## config.mk

```make
export PLATFORM = sky130hd
export DESIGN_NAME = ext_bus_arbiter
export DESIGN_NICKNAME = d
export VERILOG_FILES = /design/src/rtl/ext_bus_arbiter.sv
export SDC_FILE = /design/constraint.sdc
export NUM_CORES = 1
export LEC_CHECK = 0
export ABC_AREA = 1
export BUFFER_PORTS_ARGS = -buffer_cell sky130_fd_sc_hd__buf_2
export CAP_MARGIN = 20
export CORE_MARGIN = 2
export CORE_UTILIZATION = 50
export DETAILED_ROUTE_END_ITERATION = 8
export HOLD_SLACK_MARGIN = 0.05
export PLACE_DENSITY = 0.79
export SLEW_MARGIN = 20
export SYNTH_ARGS = -nofsm -noshare
export SYNTH_HDL_FRONTEND = slang
export SYNTH_SLANG_ARGS = --single-unit
```

## constraint.sdc

```tcl
create_clock -name clk_i -period 1.75 [get_ports clk_i]
set_input_delay 0.0875 -clock clk_i [delete_from_list [all_inputs] [get_ports clk_i]]
set_output_delay 0.0875 -clock clk_i [all_outputs]
set_load 0.01 [all_outputs]
```

## src/rtl/ext_bus_arbiter.sv

```systemverilog
// rtl/ext_bus_arbiter.sv - two-port round-robin arbiter driving a multiplexed 16-bit external bus
// Bus outputs are registered from the current state, so every phase appears on the pads one cycle after the FSM enters it.
module ext_bus_arbiter #(
  parameter int WAIT_CYCLES = 1
) (
  input  logic        clk_i,
  input  logic        rst_n,
  input  logic        req0,
  input  logic        req1,
  input  logic        we0,
  input  logic        we1,
  input  logic [31:0] addr0,
  input  logic [31:0] addr1,
  input  logic [15:0] wdata0,
  input  logic [15:0] wdata1,
  input  logic [1:0]  be0,
  input  logic [1:0]  be1,
  output logic        ack0,
  output logic        ack1,
  output logic [15:0] rdata,
  output logic [15:0] bus_out,
  input  logic [15:0] bus_in,
  output logic        bus_dir,
  output logic        le_lo,
  output logic        le_hi,
  output logic        OEb,
  output logic        WEb_lo,
  output logic        WEb_hi
);

  typedef enum logic [2:0] {IDLE, ADDR_LO, ADDR_HI, ACCESS, RECOVER} state_t;

  localparam logic [3:0] WAIT_LD = 4'(WAIT_CYCLES);

  state_t      state;
  logic        gnt;
  logic        prio1;
  logic        we_q;
  logic        hi_valid;
  logic [31:0] addr_q;
  logic [15:0] wdata_q;
  logic [15:0] hi_tag;
  logic [1:0]  be_q;
  logic [3:0]  cnt;
  logic        pick1;

  assign pick1 = req1 && (!req0 || prio1);

  always_ff @(posedge clk_i or negedge rst_n) begin
    if (!rst_n) begin
      state    <= IDLE;
      gnt      <= 1'b0;
      prio1    <= 1'b0;
      we_q     <= 1'b0;
      hi_valid <= 1'b0;
      addr_q   <= '0;
      wdata_q  <= '0;
      hi_tag   <= '0;
      be_q     <= '0;
      cnt      <= '0;
      ack0     <= 1'b0;
      ack1     <= 1'b0;
      rdata    <= '0;
      bus_out  <= '0;
      bus_dir  <= 1'b1;
      le_lo    <= 1'b0;
      le_hi    <= 1'b0;
      OEb      <= 1'b1;
      WEb_lo   <= 1'b1;
      WEb_hi   <= 1'b1;
    end else begin
      ack0    <= 1'b0;
      ack1    <= 1'b0;
      bus_out <= '0;
      bus_dir <= 1'b1;
      le_lo   <= 1'b0;
      le_hi   <= 1'b0;
      OEb     <= 1'b1;
      WEb_lo  <= 1'b1;
      WEb_hi  <= 1'b1;
      case (state)
        IDLE: begin
          // Skip the edge that ends ack so a requester dropping req there is not granted again.
          if ((req0 || req1) && !ack0 && !ack1) begin
            gnt     <= pick1;
            prio1   <= !pick1;
            we_q    <= pick1 ? we1 : we0;
            addr_q  <= pick1 ? addr1 : addr0;
            wdata_q <= pick1 ? wdata1 : wdata0;
            be_q    <= pick1 ? be1 : be0;
            state   <= ADDR_LO;
          end
        end
        ADDR_LO: begin
          bus_dir <= 1'b0;
          bus_out <= addr_q[15:0];
          le_lo   <= 1'b1;
          cnt     <= WAIT_LD;
          state   <= (hi_valid && addr_q[31:16] == hi_tag) ? ACCESS : ADDR_HI;
        end
        ADDR_HI: begin
          bus_dir  <= 1'b0;
          bus_out  <= addr_q[31:16];
          le_hi    <= 1'b1;
          hi_tag   <= addr_q[31:16];
          hi_valid <= 1'b1;
          state    <= ACCESS;
        end
        ACCESS: begin
          if (we_q) begin
            bus_dir <= 1'b0;
            bus_out <= wdata_q;
            WEb_lo  <= ~be_q[0];
            WEb_hi  <= ~be_q[1];
          end else begin
            OEb <= 1'b0;
          end
          if (cnt == 4'd0) state <= RECOVER;
          else             cnt   <= cnt - 4'd1;
        end
        RECOVER: begin
          // OEb is still low on the pads at this edge, so bus_in holds the read data.
          ack0  <= !gnt;
          ack1  <= gnt;
          if (!we_q) rdata <= bus_in;
          state <= IDLE;
        end
        default: state <= IDLE;
      endcase
    end
  end

endmodule

```

**Word level (Yosys, flattened, before mapping)**

Cells that the tools add are included.

- Equal/unequal tests: 8
- Mux-type cells: 24
- Reduce and logical (&&, ||, !) cells: 19
- $add $sub $neg: 1
- Bitwise operators: 3

Operators by type and width:

| cell | number |
|---|---|
| $pmux 16 s3 | 1 |
| $mux 16 | 2 |
| $mux 32 | 1 |
| $eq 16x16->1 | 1 |
| $mux 1 | 13 |
| $pmux 3 s4 | 1 |
| $pmux 4 s2 | 1 |
| $reduce_and 2->1 | 4 |
| $eq 3x2->1 const B | 2 |
| $mux 3 | 2 |
| $ne 2x2->1 const B | 3 |
| $logic_not 1->1 | 5 |
| $logic_and 1x1->1 | 4 |
| $logic_not 4->1 | 1 |
| $mux 4 | 1 |
| $sub 4x1->4 const B | 1 |
| $eq 3x1->1 const B | 1 |
| $eq 3x3->1 const B | 1 |
| $logic_not 3->1 | 1 |
| $not 1->1 | 3 |
| $logic_or 1x1->1 | 2 |
| $mux 2 | 1 |
| $pmux 1 s2 | 1 |
| $reduce_bool 2->1 | 1 |
| $reduce_or 2->1 | 1 |

- Bits in registers: 117
- Word-level logic and storage cells: 75

**Longest topological paths before layout**

Gate-level depths: netlist of run 1.

- Depth in word-level cells: 5
- Depth in mapped cells: 10

**Least setup slack after synthesis of run 1**

No wires, ideal clock.

- Kind: reg2reg
- From: register state[1]
- To: register addr_q[20]
- Arrival time: 1306 ps
- Slack: 357 ps
- Path buffers: 1
- Clock period less this slack: 1393 ps
- Stages on the path, launching flop included: 9
- Cells stage by stage: dfrtp_1 nor2_4 nand2_2 nor2_4 nand2_1 inv_2 buf_4 nand2_1 o211ai_1

- Longest elaborated chain between the ends: 2

Ends and longest elaborated chain:

| item | RTL line | RTL |
|---|---|---|
| start: declaration | 35 | `state_t state;` |
| start signal: assignment | 99 | `state <= (hi_valid && addr_q[31:16] == hi_tag) ? ACCESS : ADDR_HI;` |
| $logic_not 3->1 | 81 | `case (state)` |
| $reduce_and 2->1 (no line) | -- |  |
| end signal: assignment | 88 | `addr_q <= pick1 ? addr1 : addr0;` |
| end: declaration | 40 | `logic [31:0] addr_q;` |

Every way passes these cells.
A chain may end at the register's enable or synchronous reset.

**Worst setup path in the final report of run 1**

- From: register state[1]
- To: register prio1

- Longest elaborated chain between the ends: 2

Ends and longest elaborated chain:

| item | RTL line | RTL |
|---|---|---|
| $logic_not 3->1 | 81 |  |
| $reduce_and 2->1 (no line) | -- |  |
| end signal: assignment | 86 | `prio1 <= !pick1;` |
| end: declaration | 37 | `logic prio1;` |

Every way passes these cells.

==> flow_metrics.env, run 1 <==
export IMPL_met1_usage=0.377
export IMPL_clk_path_buf_depth=2
export IMPL_syn_area_per_cell_um2=8.74
export IMPL_synth_area_top_cells="dfrtp_1 56%, nand2_1 19%, nand3_1 5.5%, mux2_2 3.6%, inv_1 3.0%"
export IMPL_crit_path_cell_trace="nor2_4 -> nand2_2 -> nor2_4 -> nand2_2 -> dlygate4sd3_1 -> o21ai_0"
export IMPL_fin_tns_setup_ns=0
export IMPL_dr_total_vias=5239
export IMPL_clk_pin_slew_ns=0.05
export IMPL_fp_coreArea_um2=9820
export IMPL_ys_seq_elements=117
export IMPL_drtIter0Drc=372
export IMPL_grt_max_degree=118
export IMPL_initial_core_util=0.516
export IMPL_worstPathArrival_ns=2.10
export IMPL_drt_pass1_iter_count=5
export IMPL_finClkSkew_ns=0.00802
export IMPL_yosysMostFrequentCell="nand2_1"
export IMPL_clk_latency_ns=0.52
export IMPL_root_buffer="clkbuf_8"
export IMPL_power_mw=12.5
export IMPL_wl_per_cell_um=16.6
export IMPL_fmax_ghz=0.605
export IMPL_synth_top_area_share=0.558
export IMPL_tightest_slew_ns=0.634
export IMPL_final_setup_viol_count=0
export IMPL_cp_start_kind="flop"
export IMPL_cp_required_ns=2.19
export IMPL_fp_row_count=36
export IMPL_clkPwrFrac=0.252
export IMPL_path_max_fanout=5
export IMPL_max_cap_violations=0
export IMPL_ant_nets=0
export IMPL_die_area_um2=11000
export IMPL_antenna_found_initial=0
export IMPL_synth_area_um2=5070
export IMPL_die_h_um=105
export IMPL_path_class="reg2reg"
export IMPL_synth_nets=704
export IMPL_p_sw_frac=0.371
export IMPL_synth_commonest_cells="255 x nand2_1, 113 x dfrtp_1, 56 x nand3_1"
export IMPL_top_usage_layer="met2"
export IMPL_nNetsFinal=994
export IMPL_synth_edf_count=0
export IMPL_drc_errors=0
export IMPL_p_int_mw=7.84
export IMPL_endpoint_kind="flop"
export IMPL_cts_made_buffers=17
export IMPL_hold_class="in2reg"
export IMPL_fin_util=0.794
export IMPL_vias_per_cell=5.16
export IMPL_crit_path_max_incr_delay_ns=0.56
export IMPL_antenna_cells=0
export IMPL_use_met2=0.537
export IMPL_outcome="finished clean"
export IMPL_p_switching_mw=4.62
export IMPL_syn2layout_area_growth_pct=53.8
export IMPL_gr_total_overflow=0
export IMPL_stdcell_area_um2=7800
export IMPL_slew_headroom=0.577
export IMPL_met3_usage=0.0973
export IMPL_synth_flop_cell="dfrtp_1"
export IMPL_synth_area_leader_cell="dfrtp_1"
export IMPL_period_minus_slack_ns=1.65
export IMPL_dp_hpwl_um=8720
export IMPL_cts_max_level=4
export IMPL_cp_buffers_inverters=1
export IMPL_crit_family="buffers and inverters"
export IMPL_peakVddDrop_uv=751
export IMPL_crit_slowest_cell="dlygate4sd3_1"
export IMPL_powerDensity_nw_per_um2=1600
export IMPL_grt_pass1_vias=5543
export IMPL_cts_setup_buffers=0
export IMPL_p_leak_nw=3.94
export IMPL_io_buffers=161
export IMPL_ioPinCount=162
export IMPL_ys_seq_area_frac=0.578
export IMPL_post_route_period_util=0.944
export IMPL_placed_area_um2=6050
export IMPL_p_seq_frac=0.376
export IMPL_track_usage=0.319
export IMPL_cts_tree="done"
export IMPL_hold_slack_ns=0.0664
export IMPL_drive_gt1_frac=0.263
export IMPL_comb_power_share=0.372
export IMPL_finalHoldViolCount=0
export IMPL_slew_violations=0
export IMPL_ys_async_sr_fraction=1.00
export IMPL_drt_total_wl_um=16800
export IMPL_syn_instance_count=580
export IMPL_rsz0062_at_grt="no"
export IMPL_synth_distinct_cells=27
export IMPL_yosys_warnings=0
export IMPL_grt_pass1_wl_um=27200
export IMPL_cts_sinks=117
export IMPL_gp_congestion=0.858
export IMPL_die_w_um=105
## cell families after synthesis
group                    count (synthesis)  synth area share
AO/OA/AOI/OAI                           34            0.0415
XOR/XNOR                                 4           0.00691
adder cells (fa/ha/maj)                  2           0.00494
buffers and inverters                   67            0.0590
flip-flops                             117             0.578
multiplexers                            16            0.0355
AND/OR/NAND/NOR                        340             0.274
## placed cells by master, fill, tap and decap left out, drive strengths merged
cell type / synthesis / layout
nand4: 1 / 1
bufinv: 0 / 1
nand2: 258 / 258
o31ai: 2 / 2
nor2: 22 / 22
clkinvlp: 0 / 2
dfrtp: 113 / 113
nor3: 2 / 2
inv: 45 / 45
clkbuf: 3 / 27
ha: 2 / 2
a21oi: 1 / 1
dlygate4sd3: 0 / 121
dfstp: 4 / 4
xnor2: 4 / 4
o21ai: 17 / 17
o211ai: 14 / 14
buf: 18 / 171
mux2: 16 / 16
clkinv: 1 / 3
nand3: 57 / 57
## worst register-to-register path: cells and delay by family, from the launching register on
family          cells  cell delay, ns
compound gates      1            0.07
flops               1            0.44
simple gates        4            0.50
buf+inv             1            0.56
## stage by stage
step / std cells / worst slack (ns)
after detailed placement: 863 / 0.0995
after CTS: 1016 / 0.0783
after global routing: 1016 / 0.0108
after global placement: 863 / 0.199
after floorplan: 580 / 0.357
final: 1016 / 0.0984
## final cells by class
type | count | area [µm²]
Timing Repair Buffer | 292 | 2150
Tap cell | 133 | 166
Inverter | 46 | 176
Sequential cell | 117 | 2930
Clock inverter | 5 | 52.6
Multi-Input combinational cell | 396 | 1840
Clock buffer | 27 | 482
Fill cell | 572 | 2020
## power groups by stage
stage               Combinational [mW]  Clock (mW)  Sequential (mW)
floorplan                         2.78           0             4.67
global placement                  4.08           0             4.63
detailed placement                4.25           0             4.66
CTS                               4.48        3.16             4.64
global route                      5.17        3.28             4.80
finish                            4.63        3.14             4.69
## registers in the layout, summed over array words and instances, names as in the netlist
name / flops
prio1: 1
gnt: 1
hi_tag: 16
ack0: 1
be_q: 2
bus_dir: 1
state: 3
cnt: 4
ack1: 1
WEb_hi: 1
bus_out: 16
le_lo: 1
WEb_lo: 1
hi_valid: 1
wdata_q: 16
addr_q: 32
we_q: 1
le_hi: 1
rdata: 16
OEb: 1
## timing repair
action	4_1_cts	5_1_grt
endpoints found under the hold margin	184	0
hold buffers	121	0
gates resized for setup	0	3
endpoints found under the setup margin	0	20
## layer usage
metal | part of all wire | wire length [µm]
met5 | 0 | 0
met4 | 0.039 | 665
met3 | 0.080 | 1340
met2 | 0.49 | 8330
met1 | 0.39 | 6490
## final timing paths
kind | endpoint | startpoint | slack, ns | cells after the start
max | prio1 | state[1] | 0.1 | 6
min | gnt | req0 | 0.07 | 6
max reg2reg | prio1 | state[1] | 0.1 | 6
min reg2reg | WEb_lo | be_q[0] | 0.41 | 1
max in group asynchronous | bus_out[10] | rst_n | 1.07 | 3
min in group asynchronous | ack1 | rst_n | 0.19 | 3
No activity file was read; power rests on OpenSTA's default activity.
==> run 2, diff against run 1 <==
CORE_ASPECT_RATIO = 0.6   (was unset)
==> run 2 against run 1 <==
Against the previous run: maximum frequency is 0.92% lower; sequential power hardly changed; flip-flop and latch count stayed put; power up 3.8%; core utilization up 0.32 points; die area is 0.25% higher; register-to-register slack worse by 0.02 ns; clock power increased by 16%; design area rose by 0.66%; final cell count is the same; worst hold slack got worse by 0.0034 ns; critical path type unchanged; highest routed layer unchanged.
==> flow_metrics.env, run 2 (synthesis results as in run 1) <==
export IMPL_outcome="finished clean"
export IMPL_dp_hpwl_um=9470
export IMPL_powerDensity_nw_per_um2=1650
export IMPL_wl_per_cell_um=15.9
export IMPL_root_buffer="clkbuf_16"
export IMPL_cp_startpoint="state[1]"
export IMPL_tightest_slew_ns=0.647
export IMPL_fmax_ghz=0.600
export IMPL_max_cap_violations=0
export IMPL_drt_total_wl_um=16200
export IMPL_largest_register_ffs=32
export IMPL_grt_pass1_wl_um=25300
export IMPL_cp_start_kind="flop"
export IMPL_path_class="reg2reg"
export IMPL_nNetsFinal=992
export IMPL_cts_sinks=117
export IMPL_die_area_um2=11000
export IMPL_cts_made_buffers=17
export IMPL_final_common_cell="nand2_1"
export IMPL_largest_register="addr_q"
export IMPL_rrSetupSlack_ns=0.08
export IMPL_die_h_um=82
export IMPL_rsz0062_at_grt="no"
export IMPL_initial_core_util=0.515
export IMPL_drt_pass1_iter_count=5
export IMPL_hp_start="req1"
export IMPL_syn2layout_area_growth_pct=54.9
export IMPL_cts_max_level=4
export IMPL_hold_class="in2reg"
export IMPL_endpoint="addr_q[0]"
export IMPL_dp_cells=865
export IMPL_r2r_start="state[1]"
export IMPL_gp_congestion=0.863
export IMPL_cts_setup_buffers=0
export IMPL_dr_total_vias=5202
export IMPL_fp_coreArea_um2=9840
export IMPL_reg2reg_to="addr_q[0]"
export IMPL_r2r_cells=8
export IMPL_p_leak_nw=3.98
export IMPL_grt_max_degree=57
export IMPL_clk_latency_ns=0.42
export IMPL_clk_path_buf_depth=2
export IMPL_period_minus_slack_ns=1.67
export IMPL_antenna_cells=0
export IMPL_die_w_um=134
export IMPL_final_setup_viol_count=0
export IMPL_cts_tree="done"
export IMPL_ant_nets=0
export IMPL_slew_violations=0
export IMPL_track_usage=0.307
export IMPL_endpoint_kind="flop"
export IMPL_ioPinCount=162
export IMPL_fp_row_count=28
export IMPL_clk_pin_slew_ns=0.05
export IMPL_io_buffers=161
export IMPL_post_route_period_util=0.953
export IMPL_drtIter0Drc=416
export IMPL_finalHoldViolCount=0
export IMPL_drive_gt1_frac=0.269
export IMPL_hold_slack_ns=0.0629
export IMPL_gr_total_overflow=0
export IMPL_power_mw=12.9
export IMPL_slew_headroom=0.569
export IMPL_layout_common_cells="255 x nand2_1, 160 x buf_2, 119 x dlygate4sd3_1"
export IMPL_finClkSkew_ns=0.00495
export IMPL_grt_pass1_vias=5221
export IMPL_drc_errors=0
export IMPL_fin_util=0.798
export IMPL_fin_tns_setup_ns=0
export IMPL_path_max_fanout=51
export IMPL_worstPathArrival_ns=2.01
export IMPL_cp_required_ns=2.09
export IMPL_vias_per_cell=5.12
export IMPL_stdcell_count=1016
export IMPL_peakVddDrop_uv=959
export IMPL_antenna_found_initial=0
-- run 2: cell types whose count changed in the layout (fill, tap and decap cells not counted) --
cell           delta
bufinv_16         +2
clkbuf_1          -6
buf_6             -1
clkinv_2          +2
buf_4             +2
clkbuf_16         +1
buf_12            -1
dfrtp_2           -1
dfrtp_1           +1
clkbuf_8          +1
dlygate4sd3_1     -2
-- run 2: layer usage --
metal,up-vias,track usage,wire length [µm]
li1,2407,-,-
met3,58,0.0858,1330
met2,286,0.529,7820
met5,-,0,0
met4,0,0.118,444
met1,2451,0.375,6600
-- run 2: cell type report --
| class | instances | area (µm²) |
|---|---|---|
| fillers | 600 | 1990 |
| clock inverters | 9 | 123 |
| multi-input cells | 396 | 1840 |
| inverters | 46 | 176 |
| well taps | 135 | 169 |
| flip-flops and latches | 117 | 2930 |
| clock buffers | 23 | 498 |
| repair buffers | 290 | 2110 |
-- run 2: worst min path at each step --
stage / endpoint / slack (ns) / depth (start not counted)
2_1_floorplan: ack0 / -0.21 / 0
3_3_place_gp: prio1 / 0.008 / 1
3_5_place_dp: prio1 / 0.01 / 1
4_1_cts: prio1 / 0.06 / 4
5_1_grt: prio1 / 0.1 / 4
6_report: prio1 / 0.06 / 4
-- run 2: worst max-delay path, cell delays in order (launching register included) --
cell and delay [ns]:
dfrtp_1 0.45, nor2_4 0.21, nand2_2 0.08, nor2_4 0.17, nand2_1 0.11, inv_2 0.08, buf_12 0.24, nand2_1 0.11
nand3_1 0.12
-- run 2: stage by stage --
stage / setup slack [ns] / instance area, µm²
floorplan: 0.357 / 5070
global placement: 0.221 / 6040
finish: 0.0831 / 7850
detailed placement: 0.0803 / 6040
CTS: 0.0247 / 7850
global route: 0.00463 / 7850
-- run 2: report_power, final --
part	switching (mW)	leakage, nW	internal [mW]
combinational	2.75	2.22	1.86
sequential	0.730	1.45	3.95
clock	1.23	0.309	2.41
-- run 2: repair_timing --
item	CTS	global route
endpoints found under the hold margin	182	0
resized for setup	0	1
hold buffers	119	0
setup endpoints to repair	0	16
